**src/rtl/mem_arbiter.sv**
```systemverilog
// Single-port RAM arbiter between an instruction fetch and a data requester.
// Define MEM_ARBITER_LLSC_EN to add a link register for LL/SC support.
module mem_arbiter (
    input  logic        CLK,
    input  logic        nRST,
    input  logic        iREN,
    input  logic [31:0] iaddr,
    output logic [31:0] iload,
    output logic        ihit,
    input  logic        dREN,
    input  logic        dWEN,
    input  logic        datomic,
    input  logic [31:0] daddr,
    input  logic [31:0] dstore,
    output logic [31:0] dload,
    output logic        dhit,
    output logic        ramREN,
    output logic        ramWEN,
    output logic [31:0] ramaddr,
    output logic [31:0] ramstore,
    input  logic [31:0] ramload,
    input  logic [1:0]  ramstate
);

    typedef enum logic [1:0] {IDLE, DREQ, IREQ} state_t;
    localparam logic [1:0] RAM_ACCESS = 2'd2;

    state_t state_q, state_d;
    logic   last_d_q, last_d_d;
    logic   d_pend;
    logic   sc_fail;

`ifdef MEM_ARBITER_LLSC_EN
    logic        link_valid_q, link_valid_d;
    logic [31:0] link_addr_q, link_addr_d;
    logic        ll_req, sc_req;

    assign ll_req  = dREN & ~dWEN & datomic;
    assign sc_req  = dWEN & datomic;
    assign sc_fail = sc_req & ~(link_valid_q && (daddr == link_addr_q));
`else
    logic unused_datomic;

    assign unused_datomic = datomic;
    assign sc_fail        = 1'b0;
`endif

    assign d_pend = dREN | dWEN;

    always_comb begin
        // NOTE: every output and next-state value gets a default first so no path infers a latch.
        state_d  = state_q;
        last_d_d = last_d_q;
        iload    = '0;
        ihit     = 1'b0;
        dload    = '0;
        dhit     = 1'b0;
        ramREN   = 1'b0;
        ramWEN   = 1'b0;
        ramaddr  = '0;
        ramstore = '0;
`ifdef MEM_ARBITER_LLSC_EN
        link_valid_d = link_valid_q;
        link_addr_d  = link_addr_q;
`endif
        unique case (state_q)
            IDLE: begin
                if (d_pend && iREN) state_d = last_d_q ? IREQ : DREQ;
                else if (d_pend)    state_d = DREQ;
                else if (iREN)      state_d = IREQ;
            end
            DREQ: begin
                ramaddr = daddr;
                if (!d_pend) begin
                    state_d = IDLE;
                end else if (sc_fail) begin
                    // A store-conditional that has lost its link completes at once without touching RAM.
                    dhit     = 1'b1;
                    last_d_d = 1'b1;
                    state_d  = IDLE;
                end else begin
                    ramstore = dstore;
                    ramWEN   = dWEN;
                    ramREN   = dREN & ~dWEN;
                    if (ramstate == RAM_ACCESS) begin
                        dhit     = 1'b1;
                        dload    = dWEN ? '0 : ramload;
                        last_d_d = 1'b1;
                        state_d  = IDLE;
`ifdef MEM_ARBITER_LLSC_EN
                        if (sc_req) dload = 32'd1;
                        if (ll_req) begin
                            link_valid_d = 1'b1;
                            link_addr_d  = daddr;
                        end else if (dWEN && (daddr == link_addr_q)) begin
                            link_valid_d = 1'b0;
                        end
`endif
                    end
                end
            end
            IREQ: begin
                ramaddr = iaddr;
                ramREN  = iREN;
                if (!iREN) begin
                    state_d = IDLE;
                end else if (ramstate == RAM_ACCESS) begin
                    ihit     = 1'b1;
                    iload    = ramload;
                    last_d_d = 1'b0;
                    state_d  = IDLE;
                end
            end
            default: state_d = IDLE;
        endcase
    end

    always_ff @(posedge CLK or negedge nRST) begin
        if (!nRST) begin
            state_q  <= IDLE;
            last_d_q <= 1'b0;
        end else begin
            // NOTE: sequential state uses non-blocking assignments so all flops update together.
            state_q  <= state_d;
            last_d_q <= last_d_d;
        end
    end

`ifdef MEM_ARBITER_LLSC_EN
    always_ff @(posedge CLK or negedge nRST) begin
        if (!nRST) begin
            link_valid_q <= 1'b0;
            link_addr_q  <= '0;
        end else begin
            link_valid_q <= link_valid_d;
            link_addr_q  <= link_addr_d;
        end
    end
`endif

endmodule

```
**config.mk**
```make
export PLATFORM = sky130hd
export DESIGN_NAME = mem_arbiter
export DESIGN_NICKNAME = d
export VERILOG_FILES = /design/src/rtl/mem_arbiter.sv
export SDC_FILE = /design/constraint.sdc
export NUM_CORES = 1
export LEC_CHECK = 0
export ABC_AREA = 1
export CAP_MARGIN = 10
export CORE_AREA = 3 3 103 105
export CTS_CLUSTER_SIZE = 8
export DETAILED_ROUTE_END_ITERATION = 10
export DIE_AREA = 0 0 106 108
export SLEW_MARGIN = 20
export SYNTH_ARGS = -nofsm -noshare
export SYNTH_HDL_FRONTEND = slang
export SYNTH_SLANG_ARGS = --single-unit
```
**constraint.sdc**
```tcl
create_clock -name CLK -period 1.8 [get_ports CLK]
set_clock_uncertainty 0.15 [all_clocks]
set_input_delay 0.27 -clock CLK [delete_from_list [all_inputs] [get_ports CLK]]
set_output_delay 0.27 -clock CLK [all_outputs]
set_load 0.005 [all_outputs]
```
==> results of run 1 <==
[cells in the mapped netlist (all sizes together)]
cell type / number / share of area
nand2: 84 / 0.19
inv: 74 / 0.17
nor2: 72 / 0.17
a21oi: 33 / 0.10
nor3: 32 / 0.19
buf: 23 / 0.082
ha: 4 / 0.030
dfrtp: 3 / 0.046
nand3: 2 / 0.0091
o21ai: 2 / 0.0084
or2: 1 / 0.0038
[routing by layer]
layer  GRT usage  part of all wire
met4     0.03053             0.012
met2      0.3807              0.56
met5           0                 0
met1      0.2164              0.36
met3     0.04776             0.066
[registers in the layout, summed over array words and instances, names as in the netlist]
signal    count
state_q       2
last_d_q      1
[final timing paths]
kind	cells after the start	slack [ns]	endpoint
max reg2reg	8	0.12	last_d_q
max in group asynchronous	1	1.25	state_q[1]
min in group CLK	2	0.35	last_d_q
min reg2reg	2	0.35	last_d_q
max	7	-0.25	ramstore[8]
min	1	0.1	last_d_q
[metrics by stage]
stage,TNS (ns),util,cells
2_1_floorplan,0,-,330
3_3_place_gp,-55.01,0.4748,733
3_5_place_dp,-56.90,0.4748,733
4_1_cts,-22.37,0.5450,787
5_1_grt,-30.70,0.5967,795
6_report,-21.98,0.5967,795
[layout make-up]
class,count,area [um2]
clock buffer,4,45.04
fill,892,3924
inverter,74,285.3
multi-input combinational,230,1904
sequential,3,75.07
tap,133,166.4
timing repair buffer,351,3329
[cell families (layout without fill, tap and decap cells)]
family | after synthesis | in the layout | synth area share
and+or+nand+nor | 191 | 191 | 0.5626
buffers and inverters | 97 | 429 | 0.2506
AOI/OAI and AO/OA | 35 | 35 | 0.1109
adders and majority gates | 4 | 4 | 0.03037
DFF | 3 | 3 | 0.04556
[what timing repair did]
action | in CTS | in global routing
gates resized for setup | 671 | 116
setup buffers | 36 | 12
cloned | 15 | 1
setup endpoints to repair | 132 | 132
hold endpoints to repair | 0 | 0
hold buffers | 0 | 0
pin swaps | 8 | 11
[power by group]
part / internal (uW) / leakage, uW / total [uW] / switching [uW]
clock network: 151 / 0.0000228 / 194 / 43.1
logic: 2680 / 0.00280 / 4830 / 2160
registers: 98.4 / 0.0000368 / 121 / 22.2
[cells in the final DEF (no fill, tap or decap), drive strengths merged]
cell type      Yosys  layout
clkdlybuf4s50      0     133
ha                 4       4
or2                1       1
dlygate4sd2        0       1
nor3              32      32
nand2             84      84
inv               74      74
o21ai              2       2
a21oi             33      33
nand3              2       2
clkbuf             0       6
nor2              72      72
dfrtp              3       3
buf               23     215
[critical path: stages]
cell and delay, ns:
clkdlybuf4s50_1 0.65, o21ai_4 0.09, buf_12 0.16, buf_16 0.14
buf_6 0.12, nor2_4 0.08, buf_2 0.11
==> results.tsv, run 1 <==
metric	value	unit
actual slew at the worst max-slew pin	0.3186	ns
gr usage total	0.1949	
DP Area	4619	um2
Starting Density	0.1694	
Skew-Pair Late Insertion Delay	0.21	ns
Placement Setup Slack	-0.5095	ns
max frequency	487.1	MHz
count of state elements after synthesis	3	
Slew HR	0.7870	
Seq/Total Area, Yosys	0.04556	
DRC viols	0	
failing checks	setup timing	
Routed WL per cell	15.34	um
total CTS buffers	3	
WS Path Type	primary input to output pin	
outcome	finished with violations	
Max Cap Viol	0	
CP arrival	1.63	ns
Final ANT Viol Nets	0	
hold_ws	0.09813	ns
1st-iter DRT viols	103	
syn avg cell area	4.993	um2
Initial DRT Pass Iterations	4	
PortBufs	266	
RSZ-0062 raised after global routing	true	
pin count of the biggest net entering global routing	22	
r2r startpoint	state_q[0]	
Hold Crit Class	primary input to asynchronous set/reset pin	
CP endpoint kind	output pin	
Static Leak	0.002861	uW
Syn Inst Count	330	
area delta synth->final	252.3	%
total power	5149	uW
via count	3302	
pwr dens	887.0	nW/um2
IO Pins	268	
Post-DP HPWL	7.954	mm
Distinct cells, synth	22	
H-tree depth	1	
Post-Syn Area	1648	um2
crit path launch	dREN	
Fin. Hold Viols	0	
final setup fails	128	
grt ovf	0	
vias per cell	4.153	
Worst Setup Slack, final	-0.2532	ns
GP Congestion	0.7839	
period utilization	1.141	
Crit path required time	1.38	ns
fin area	5806	um2
nets	803	
number of global-route vias before repair	3305	
Clock Path Buffers	2	
row cnt	36	
warning count from the yosys run	0	
clock root buffer	clkbuf_8	
Clock transition at path regs	0.03	ns
first-pass GRT wire length	17.90	mm
DIE WIDTH	106	um
n_diodes	0	
peak supply drop	0.0005922	V
Startpoint Class	primary input	
syn_nets	470	
core area	9729	um2
die area	11450	um2
initial antenna violation count	0	
final slew viol count	0	
Clock Sinks	3	
Max Fanout on Critical Path	8	
post-route minimum period	2.053	ns
Chip Height	108	um
total routed wirelength	12.20	mm
CTS tree	built	
share of layout cells above drive strength 1	0.5650	
Power figures use the tool's default switching activity.
==> run 2: changes to the inputs <==
--- a/config.mk
+++ b/config.mk
@@ -15,3 +15,4 @@
 export SYNTH_ARGS = -nofsm -noshare
 export SYNTH_HDL_FRONTEND = slang
 export SYNTH_SLANG_ARGS = --single-unit
+export TNS_END_PERCENT = 1
==> run 2 against run 1 <==
Net effect:
- die area is the same
- first-iteration DRC count grew 30%
- power shrank 36%
- critical path depth grew 1
- via count shrank 8.1%
- the flow still finishes with violations (setup timing)
- count of clock-buffer cells in the layout is the same
==> results.tsv, run 2 (same netlist as run 1, synthesis figures left out) <==
metric	value	unit	change
Layout fillers	1019		+14%
R2R Setup Slk	0.12	ns	about the same
Static Leak	0.002417	uW	-16%
Largest register FFs	2		unchanged
failing checks	setup timing		
DRC viols	0		unchanged
RSZ-0062 raised after global routing	true		
Routed WL per cell	13.63	um	-11%
vias per cell	4.007		-3.5%
initial antenna violation count	0		unchanged
hold_ws	0.09812	ns	-0.000006700 ns
Clock Path Buffers	2		unchanged
critical path's largest stage delay	0.39	ns	-0.26 ns
H-tree depth	1		unchanged
final setup fails	132		+3.1%
PortBufs	266		unchanged
Max Cap Viol	0		unchanged
share of layout cells above drive strength 1	0.4359		-0.1291
row cnt	36		unchanged
Worst Setup Slack, final	-0.2357	ns	+0.01750 ns
max frequency	491.2	MHz	+0.86%
GP Congestion	0.7839		unchanged
area delta synth->final	181.3	%	
slowest library cell on the worst path	dfrtp_1		
Crit path required time	1.38	ns	about the same
hold-fix buffers at CTS	0		unchanged
Cell Chain, Critical Path	inv_2 -> ha_4 -> nand3_4 -> buf_12 -> buf_8 -> buf_4 -> nor2_2 -> buf_2		
clock root buffer	clkbuf_8		
nets	765		-4.7%
total CTS buffers	3		unchanged
r2r startpoint	state_q[0]		
CP arrival	1.62	ns	about the same
Final ANT Viol Nets	0		unchanged
pin count of the biggest net entering global routing	34		+55%
Slew HR	0.8289		+0.04196
Startpoint Class	register		
Hold Crit Class	primary input to asynchronous set/reset pin		
Placement Setup Slack	-0.5095	ns	unchanged
fin util	0.4765		-0.1202
core area	9729	um2	unchanged
CP endpoint kind	output pin		
total routed wirelength	10.32	mm	-15%
IO Pins	268		unchanged
Regs by FF count	state_q: 2 flops, last_d_q: 1 flops		
commonest non-fill, non-tap cell in the layout	clkdlybuf4s50_1		
period utilization	1.131		-0.009723
n_diodes	0		unchanged
Max Fanout on Critical Path	7		-1
actual slew at the worst max-slew pin	0.2558	ns	-0.06275 ns
crit path launch	state_q[0]		
Clock Sinks	3		unchanged
peak supply drop	0.0005552	V	-6.3%
Fin. Hold Viols	0		unchanged
Chip Height	108	um	unchanged
DIE WIDTH	106	um	unchanged
Initial DRT Pass Iterations	4		unchanged
grt ovf	0		unchanged
final slew viol count	0		unchanged
via count	3033		-8.1%
Starting Density	0.1694		unchanged
most frequent cells in the layout	133 x clkdlybuf4s50_1, 121 x buf_2, 82 x nand2_1		
CTS tree	built		
Skew-Pair Late Insertion Delay	0.21	ns	about the same
Worst path top cell family by delay	buffers and inverters		
Clock transition at path regs	0.03	ns	about the same
Post-DP HPWL	7.954	mm	unchanged
gr usage total	0.1643		-0.03058
1st-iter DRT viols	134		+30%
WS Path Type	register to output pin		
pwr dens	713.5	nW/um2	-20%
Biggest register	state_q		
placed insts	733		unchanged
Bufs and invs on worst path	5		unchanged
final cell count without fillers	757		-4.8%
total power	3308	uW	-36%
die area	11450	um2	unchanged
outcome	finished with violations		
number of global-route vias before repair	2937		-11%
first-pass GRT wire length	15.37	mm	-14%
post-route minimum period	2.036	ns	-0.01750 ns
[run 2: cell count changes in the layout (fill, tap and decap cells not counted), moves of 13 or more]
cell,change
nand2_1,+16
nor2_4,-37
buf_12,-13
a21oi_1,+19
nor3_4,-13
buf_6,-26
nand2_2,-13
nor2_1,+27
[run 2: worst paths after layout]
check                             end  cells after the start
max in group asynchronous  state_q[1]                      1
min reg2reg                  last_d_q                      2
min                          last_d_q                      1
max reg2reg                  last_d_q                     10
min in group CLK             last_d_q                      2
max                         iload[27]                      8
[run 2: what timing repair did]
item	4_1_cts	5_1_grt
setup buffers	10	3
pin swaps	4	4
gates resized for setup	554	49
gates cloned	5	2
endpoints found under the setup margin	132	131
[run 2: metal layers]
| layer | global-route usage | vias up | part of all wire |
|---|---|---|---|
| li1 | - | 1555 | - |
| met1 | 0.1857 | 1333 | 0.38 |
| met2 | 0.3179 | 139 | 0.54 |
| met3 | 0.04179 | 6 | 0.074 |
| met4 | 0.02128 | 0 | 0.0086 |
| met5 | 0 | - | 0 |
[run 2: metrics by stage]
step	area [um2]	TNS, ns
2_1_floorplan	1648	0
3_3_place_gp	4619	-55.01
3_5_place_dp	4619	-56.90
4_1_cts	4496	-20.08
5_1_grt	4636	-27.95
6_report	4636	-17.80
[run 2: power breakdown]
group          leakage [uW]  internal [uW]  switching [uW]
sequential        0.0000368           98.4            20.9
clock             0.0000228            151            43.2
combinational       0.00236           1550            1440
[run 2: cell type report]
| cell class | instances | area, um2 | share of cell area |
|---|---|---|---|
| clock buffers | 4 | 45.04 | 0.009717 |
| inverters | 74 | 277.8 | 0.05992 |
| multi-input cells | 230 | 1378 | 0.2972 |
| flip-flops and latches | 3 | 75.07 | 0.01619 |
| well taps | 133 | 166.4 | 0.03590 |
| repair buffers | 313 | 2694 | 0.5811 |
